File: src/rtl/target_pkg.sv
// rtl/target_pkg.sv - shared types and constants for the target generator
package target_pkg;

   typedef enum logic [1:0] {
      ST_IDLE = 2'd0,
      ST_PICK = 2'd1,
      ST_SHOW = 2'd2,
      ST_GAP  = 2'd3
   } state_t;

   localparam logic [15:0] LFSR_TAPS  = 16'hB400;
   localparam int          MAX_REJECT = 8;
   localparam logic [13:0] MISS_MAX   = 14'h3FFF;

   // Whole-ms conversion; never returns less than one cycle.
   function automatic int ms_to_cycles(input int clk_hz, input int ms);
      int cyc;
      cyc = (clk_hz / 1000) * ms;
      return (cyc < 1) ? 1 : cyc;
   endfunction

endpackage

File: src/rtl/lfsr16.sv
// rtl/lfsr16.sv - free-running 16-bit Galois LFSR, steps every clock
module lfsr16
   import target_pkg::*;
#(
   parameter logic [15:0] SEED = 16'hACE1
) (
   input  logic        clk,
   input  logic        rst_n,
   output logic [15:0] o_state
);

   // An all-zero state would lock up the register.
   localparam logic [15:0] SEED_NZ = (SEED == 16'h0000) ? 16'h0001 : SEED;

   logic [15:0] r_state;

   always_ff @(posedge clk or negedge rst_n) begin
      if (!rst_n) begin
         r_state <= SEED_NZ;
      end else begin
         r_state <= {1'b0, r_state[15:1]} ^ (r_state[0] ? LFSR_TAPS : 16'h0000);
      end
   end

   assign o_state = r_state;

endmodule

File: src/rtl/target_generator.sv
// rtl/target_generator.sv - picks, shows and retires one-hot switch targets
// Optional TARGET_SPEEDUP_EN: target lifetime shrinks after every hit.
module target_generator
   import target_pkg::*;
#(
   parameter int          N_SW      = 18,
   parameter int          CLK_HZ    = 50_000_000,
   parameter int          TARGET_MS = 1000,
   parameter int          GAP_MS    = 200,
   parameter logic [15:0] LFSR_SEED = 16'hACE1
) (
   input  logic                      clk,
   input  logic                      rst_n,
   input  logic                      start,
   input  logic                      game_over,
   input  logic                      target_hit,
   output logic [N_SW-1:0]           curr_target,
   output logic [$clog2(N_SW)-1:0]   target_idx,
   output logic                      target_valid,
   output logic                      miss_pulse,
   output logic [13:0]               miss_count
);

   localparam int IDX_W      = $clog2(N_SW);
   localparam int TARGET_CYC = ms_to_cycles(CLK_HZ, TARGET_MS);
   localparam int GAP_CYC    = ms_to_cycles(CLK_HZ, GAP_MS);
   localparam int MAX_CYC    = (TARGET_CYC > GAP_CYC) ? TARGET_CYC : GAP_CYC;
   localparam int TMR_W      = $clog2(MAX_CYC) + 1;
   localparam int REJ_W      = $clog2(MAX_REJECT);

   localparam logic [REJ_W-1:0] REJ_LAST = REJ_W'(MAX_REJECT - 1);
   localparam logic [IDX_W-1:0] IDX_LAST = IDX_W'(N_SW - 1);
   localparam logic [N_SW-1:0]  ONE_HOT0 = {{(N_SW-1){1'b0}}, 1'b1};

   state_t            r_state;
   state_t            w_next_state;
   logic [15:0]       w_lfsr;
   logic              w_unused;
   logic [TMR_W-1:0]  r_timer;
   logic [TMR_W-1:0]  w_life;
   logic [REJ_W-1:0]  r_rej;
   logic              r_first;
   logic [IDX_W-1:0]  w_cand;
   logic [IDX_W-1:0]  w_fallback;
   logic [IDX_W-1:0]  w_pick_idx;
   logic              w_cand_ok;
   logic              w_force;
   logic              w_accept;
   logic              w_reject;
   logic              w_timeout;
   logic              w_gap_done;
   logic              w_start_go;
   logic              w_load;
   logic              w_hit;
   logic              w_miss;
   logic              w_clear;
   logic              w_timer_run;

   lfsr16 #(.SEED(LFSR_SEED)) u_lfsr (
      .clk     (clk),
      .rst_n   (rst_n),
      .o_state (w_lfsr)
   );

   assign w_cand     = w_lfsr[IDX_W-1:0];
   assign w_unused   = ^w_lfsr[15:IDX_W];
   assign w_cand_ok  = (32'(w_cand) < N_SW) && (r_first || (w_cand != target_idx));
   assign w_fallback = (target_idx >= IDX_LAST) ? '0 : target_idx + IDX_W'(1);
   assign w_force    = !w_cand_ok && (r_rej == REJ_LAST);
   assign w_pick_idx = w_cand_ok ? w_cand : w_fallback;
   assign w_accept   = (r_state == ST_PICK) && (w_cand_ok || w_force);
   assign w_reject   = (r_state == ST_PICK) && !w_cand_ok && !w_force;
   assign w_timeout  = (r_state == ST_SHOW) && (r_timer == w_life - TMR_W'(1));
   assign w_gap_done = (r_state == ST_GAP) && (r_timer == TMR_W'(GAP_CYC - 1));

`ifdef TARGET_SPEEDUP_EN
   localparam int LIFE_MIN = ((TARGET_CYC >> 2) < 1) ? 1 : (TARGET_CYC >> 2);

   logic [TMR_W-1:0] r_life;
   logic [TMR_W-1:0] w_life_dec;

   assign w_life_dec = r_life - (r_life >> 4);
   assign w_life     = r_life;

   always_ff @(posedge clk or negedge rst_n) begin
      if (!rst_n) begin
         r_life <= TMR_W'(TARGET_CYC);
      end else if (w_start_go) begin
         r_life <= TMR_W'(TARGET_CYC);
      end else if (w_hit) begin
         r_life <= (w_life_dec < TMR_W'(LIFE_MIN)) ? TMR_W'(LIFE_MIN) : w_life_dec;
      end
   end
`else
   assign w_life = TMR_W'(TARGET_CYC);
`endif

   always_ff @(posedge clk or negedge rst_n) begin
      if (!rst_n) begin
         r_state <= ST_IDLE;
      end else begin
         r_state <= w_next_state;
      end
   end

   always_comb begin
      w_next_state = r_state;
      if (game_over) begin
         w_next_state = ST_IDLE;
      end else begin
         case (r_state)
            ST_IDLE: if (start)                    w_next_state = ST_PICK;
            ST_PICK: if (w_accept)                 w_next_state = ST_SHOW;
            ST_SHOW: if (target_hit || w_timeout)  w_next_state = ST_GAP;
            ST_GAP:  if (w_gap_done)               w_next_state = ST_PICK;
            default:                               w_next_state = ST_IDLE;
         endcase
      end
   end

   // A hit landing on the final visible cycle wins over the timeout.
   always_comb begin
      w_start_go  = 1'b0;
      w_load      = 1'b0;
      w_hit       = 1'b0;
      w_miss      = 1'b0;
      w_clear     = 1'b0;
      w_timer_run = 1'b0;
      if (game_over) begin
         w_clear = 1'b1;
      end else begin
         w_start_go  = (r_state == ST_IDLE) && start;
         w_load      = w_accept;
         w_hit       = (r_state == ST_SHOW) && target_hit;
         w_miss      = w_timeout && !target_hit;
         w_clear     = w_hit || w_miss;
         w_timer_run = ((r_state == ST_SHOW) || (r_state == ST_GAP)) && (w_next_state == r_state);
      end
   end

   always_ff @(posedge clk or negedge rst_n) begin
      if (!rst_n) begin
         r_timer      <= '0;
         r_rej        <= '0;
         r_first      <= 1'b0;
         curr_target  <= '0;
         target_idx   <= '0;
         target_valid <= 1'b0;
         miss_pulse   <= 1'b0;
         miss_count   <= '0;
      end else begin
         r_timer    <= w_timer_run ? r_timer + TMR_W'(1) : '0;
         r_rej      <= w_reject ? r_rej + REJ_W'(1) : '0;
         miss_pulse <= w_miss;

         if (w_start_go) begin
            r_first <= 1'b1;
         end else if (w_load) begin
            r_first <= 1'b0;
         end

         if (w_start_go) begin
            miss_count <= '0;
         end else if (w_miss && (miss_count != MISS_MAX)) begin
            miss_count <= miss_count + 14'd1;
         end

         if (w_load) begin
            curr_target  <= ONE_HOT0 << w_pick_idx;
            target_idx   <= w_pick_idx;
            target_valid <= 1'b1;
         end else if (w_clear) begin
            curr_target  <= '0;
            target_valid <= 1'b0;
         end
      end
   end

endmodule

File: config.mk
export PLATFORM = sky130hd
export DESIGN_NAME = target_generator
export DESIGN_NICKNAME = d
export VERILOG_FILES = /design/src/rtl/target_pkg.sv /design/src/rtl/lfsr16.sv /design/src/rtl/target_generator.sv
export SDC_FILE = /design/constraint.sdc
export NUM_CORES = 1
export LEC_CHECK = 0
export CAP_MARGIN = 20
export CORE_MARGIN = 4
export CORE_UTILIZATION = 38
export DETAILED_ROUTE_END_ITERATION = 10
export GPL_ROUTABILITY_DRIVEN = 0
export PLACE_DENSITY = 0.58
export SYNTH_ARGS = -nofsm -noshare
export SYNTH_HDL_FRONTEND = slang
export SYNTH_HIERARCHICAL = 1
export SYNTH_SLANG_ARGS = --single-unit
File: constraint.sdc
create_clock -name clk -period 3.55 [get_ports clk]
set_input_delay 1.065 -clock clk [delete_from_list [all_inputs] [get_ports clk]]
set_output_delay 1.065 -clock clk [all_outputs]
set_load 0.05 [all_outputs]
; ---- After elaboration in Yosys (flattened, before gate mapping)
; Index checks and enable logic that the tools add are counted.
[word_totals]
register_bits = 88
ramBits = 0
romBits = 0
output_inout_bits = 39
word_cells = 75
memories = 0
latchBits = 0
input_bits = 5
[classes]
reduce_logical = 24
addsub = 4
n_bitwise = 1
n_mul = 0
div_mod_pow = 0
shifts = 1
mux = 24
n_eq_ne = 9
n_lt_le_gt_ge = 2
[op_table]
columns = op, n
row1 = 18-bit two-way mux, 2
row2 = 14-bit two-way mux, 2
row3 = 27-bit by 1-bit adder with 27-bit output (second input constant), 1
row4 = 27-bit by 24-bit == test with 1-bit output (second input constant), 1
row5 = 27-bit by 26-bit == test with 1-bit output (second input constant), 1
row6 = 27-bit two-way mux, 1
row7 = 1-bit by 5-bit << shifter with 18-bit output (first input constant), 1
row8 = 16-bit two-way mux, 1
row9 = 15-bit by 16-bit bitwise XOR with 16-bit output, 1
row10 = 14-bit by 1-bit adder with 14-bit output (second input constant), 1
row11 = 14-bit != test (second input constant), 1
row12 = 1-bit logical AND, 12
row13 = 2-bit two-way mux, 5
row14 = 5-bit two-way mux, 2
row15 = 1-bit two-way mux, 9
row16 = 2-bit case mux with 4 select lines, 1
row17 = 2-bit nonzero test, 3
row18 = 5-bit by 1-bit adder with 5-bit output (second input constant), 1
row19 = 5-bit greater-or-equal comparator (second input constant), 1
row20 = 1-bit logical OR, 5
row21 = 5-bit less-than comparator (second input constant), 1
row22 = 5-bit != test, 1
row23 = 2-bit == test (second input constant), 2
row24 = 3-bit by 1-bit adder with 3-bit output (second input constant), 1
row25 = other kinds (6), 8

; ---- Logic depth before layout (Yosys ltp)
[depth]
depth_word = 14
depth_mapped = 8

; ---- By module
; Netlist, hierarchy kept.
[by_module_without_submodules]
columns = module, seq_area_each_um2, area_each_um2, cells_each, instances
row1 = target_generator, 1801.7, 3991.3, 422, 1
row2 = lfsr16, 410.4, 436.7, 19, 1

; ---- Least setup slack after synthesis
; No wires, ideal clock.
[synth_path]
path_type = register to register
start = register target_idx[3]
end = register curr_target[6]
stages_incl_launch_ff = 8
t_required_ns = 3.454
synth_period_minus_slack_ns = 2.497
path_slack_ns = 1.053
arrival_time_ns = 2.400
setup_time_ns = 0.096
path_buffers = 2
path_cell_list = dfrtp_1 > clkbuf_1 > xor2_1 > nor4_2 > a21o_1 > buf_2 > mux2_2 > o31ai_1
[synth_between]
elab_chain_len = 9
word_cells_on_any_way = 15
[synth_lines]
columns = item, line
row1 = start: declaration, target_generator.sv:18  ; output logic [$clog2(N_SW)-1:0] target_idx,
row2 = start signal: assignment, target_generator.sv:170  ; target_idx <= w_pick_idx;
row3 = "parallel branches: the longest is 9 deep, another holds 5-bit by 1-bit adder with 5-bit output", n/a
row4 = end signal: assignment, target_generator.sv:169  ; curr_target <= ONE_HOT0 << w_pick_idx;
row5 = end: declaration, target_generator.sv:17  ; output logic [N_SW-1:0] curr_target,
; Parallel ways; which one is timed is not known.
; A chain may end at the register's enable or synchronous reset.

; ---- Worst setup path after layout
[layout_path]
start = register target_idx[4]
end = output port target_idx[4]
; No word-level cell between the ends.

==> results by group <==
Floorplanning
  • Die area: 13440 um^2
  • Starting density of the core: 0.3878
  • Die height: 115.9 um
  • Core area: 11420 um^2
  • Die width: 115.9 um
  • Site row count: 39
  • # IOs: 44

Synthesis
  • Share of the synthesized area in the top cell type: 0.4521
  • Top_reg_cell synth: dfrtp_1
  • FFs w/ async S/R, synth: 1.000
  • Mapped Cells: 441
  • Count of cell types in the netlist: 53
  • Synth Cell Area: 4428 um^2
  • Post-synth EDFFs: 0
  • Syn_area_per_cell: 10.04 um^2
  • Synth area leaders: dfrtp_1, xor2_1, o31ai_1
  • Yosys reg bits: 88
  • Sequential fraction of the synthesis area: 0.4996
  • Largest area contributor in the netlist: dfrtp_1
  • Post-synth top cells: dfrtp_1, nor2_1, nand3_1
  • Count leader, synth: dfrtp_1
  • Net Count, Synth: 452
  • Ys Warns: 6

Worst setup path
  • Crit path required time: 2.48 ns
  • Arr. time, crit path: 1.85 ns
  • Worst path bufs/invs: 1
  • Crit path max fanout: 14
  • Flop2flop setup slack: 0.76 ns
  • CP delay by family, top: buffers and inverters
  • Slowest CP cell: clkdlybuf4s50_1
  • Worst Setup End Kind: output port
  • Crit path cell chain: clkdlybuf4s50_1
  • CP Launch Type: flip-flop
  • Kind of critical path: reg2out
  • Crit-path max cell delay: 0.90 ns

Run
  • Max-Cap Viols: 0

Route
  • Antenna-violating nets left: 0
  • 1st-iter DRT viols: 333
  • Via-per-instance ratio: 5.623
  • Via Count: 3531
  • DRC: 0
  • Routed length per instance: 16.26 um
  • First-pass iteration count of the detailed router: 4
  • Final wirelength: 10.21 mm

Layout
  • Layout cells sized above 1: 0.09897
  • Layout fillers: 1096
  • Multi-input gate area: 2071 um^2
  • Layout area overhead: 20.15%
  • Antenna diode count: 0
  • Seq. cell area: 2212 um^2
  • Final net count: 491

Clock tree
  • Cts hold-fix bufs: 0
  • Post-CTS Setup Inserts: 0
  • Number of gates resized after cts: 0
  • Root buf cell: clkbuf_16
  • Clock-pin slew on the worst setup and hold paths: 0.06 ns
  • Clk Latency, worst-skew pair: 0.35 ns
  • Cts bufs inserted: 9
  • Worst-case clock buffer depth: 2
  • CTS sink cnt: 88
  • # H-tree levels: 3
  • CTS tree: yes

Global route
  • GRT Total Usage: 0.1622
  • Grt ovf: 0
  • Antenna violations before repair: 0
  • Global-route wire length before repair: 17.35 mm
  • Largest net degree at the start of global routing: 58
  • Vias in the first global route: 3401

Timing
  • Crit share post-route: 0.8212
  • RSZ-0062 raised after global routing: no
  • Slew headroom: 0.3608
  • Slew Viols, Final: 0
  • Achievable Freq: 0.3430 GHz
  • Min Hold Slack: 0.3551 ns
  • PnR worst setup slack: 0.6349 ns
  • Hold Vio Cnt, Final: 0
  • Final Skew: 0.009983 ns
  • Final Setup Violations: 0
  • Total negative slack: 0 ns
  • Worst-margin pin slew: 0.9544 ns
  • Tmin final: 2.915 ns

Power
  • Leakage: 2.185 nW
  • VDD IR max: 0.5505 mV
  • PwrDens: 510.2 nW/um^2

Placed design
  • DP HPWL: 6.906 mm
  • Setup Slack @ Placement: 0.4217 ns
  • Port Buffers: 43

Outcome
  • Outcome: finished clean

Min path
  • Min-delay worst type: reg2reg
-- layout make-up --
type	count	area share
multi-input cells	314	0.3892
inverters	12	0.008467
well taps	143	0.03363
clock buffers	9	0.04233
clock inverters	7	0.01082
repair buffers	55	0.09972
flip-flops and latches	88	0.4158
-- cells by family after synthesis --
logic type / synth area share
and+or+nand+nor: 0.2261
AOI/OAI and AO/OA: 0.1356
buffers and inverters: 0.03419
DFF: 0.4996
adders and majority gates: 0.01695
muxes: 0.01837
xor gates and xnor gates: 0.06923
-- layout by cell type, fill, tap and decap left out, types with 9 or more instances in the layout --
cell type        count
clkdlybuf4s50_1     42
nand2_1             24
o31ai_1             31
nor2_1              37
a21oi_1             20
nand4_1             16
clkbuf_16            9
and3_1               9
xor2_1              30
dfrtp_1             80
buf_4               12
inv_1               12
or4_1               11
nand3_1             34
-- worst paths after layout --
path                                         from           endpoint  cells past startpoint
worst max-delay path                target_idx[4]      target_idx[4]                      1
worst min-delay path            u_lfsr/o_state[6]  u_lfsr/o_state[5]                      0
worst max register to register      target_idx[0]     curr_target[1]                      6
worst min register to register  u_lfsr/o_state[6]  u_lfsr/o_state[5]                      0
max in group asynchronous                   rst_n  u_lfsr/o_state[5]                      2
min in group asynchronous                   rst_n      target_idx[1]                      1
-- state kept, by name, indices dropped and copies added (netlist names) --
signal,cells
curr_target,18
miss_count,14
miss_pulse,1
r_first,1
r_rej,3
r_state,2
r_timer,27
target_idx,5
target_valid,1
u_lfsr/o_state,16
-- per-layer routing --
| metal | wire length [um] | track usage |
|---|---|---|
| met1 | 4931 | 0.2322 |
| met2 | 4716 | 0.2451 |
| met3 | 377 | 0.03446 |
| met4 | 186 | 0.05491 |
| met5 | 0 | 0 |
-- stage by stage --
step,instances,total power [W],utilization,cell area [um^2]
2_1_floorplan,441,0.001610,-,4428
5_1_grt,628,0.002863,0.4659,5320
3_5_place_dp,612,0.001827,0.4412,5037
3_3_place_gp,612,0.001818,0.4412,5037
6_report,628,0.002714,0.4659,5320
4_1_cts,628,0.002739,0.4659,5320
-- power by group --
group          internal (W)  switching [W]
Sequential          0.00104      0.0000846
Combinational      0.000221       0.000466
Clock              0.000480       0.000418
Total               0.00175       0.000969
No activity file was read; power rests on OpenSTA's default activity.
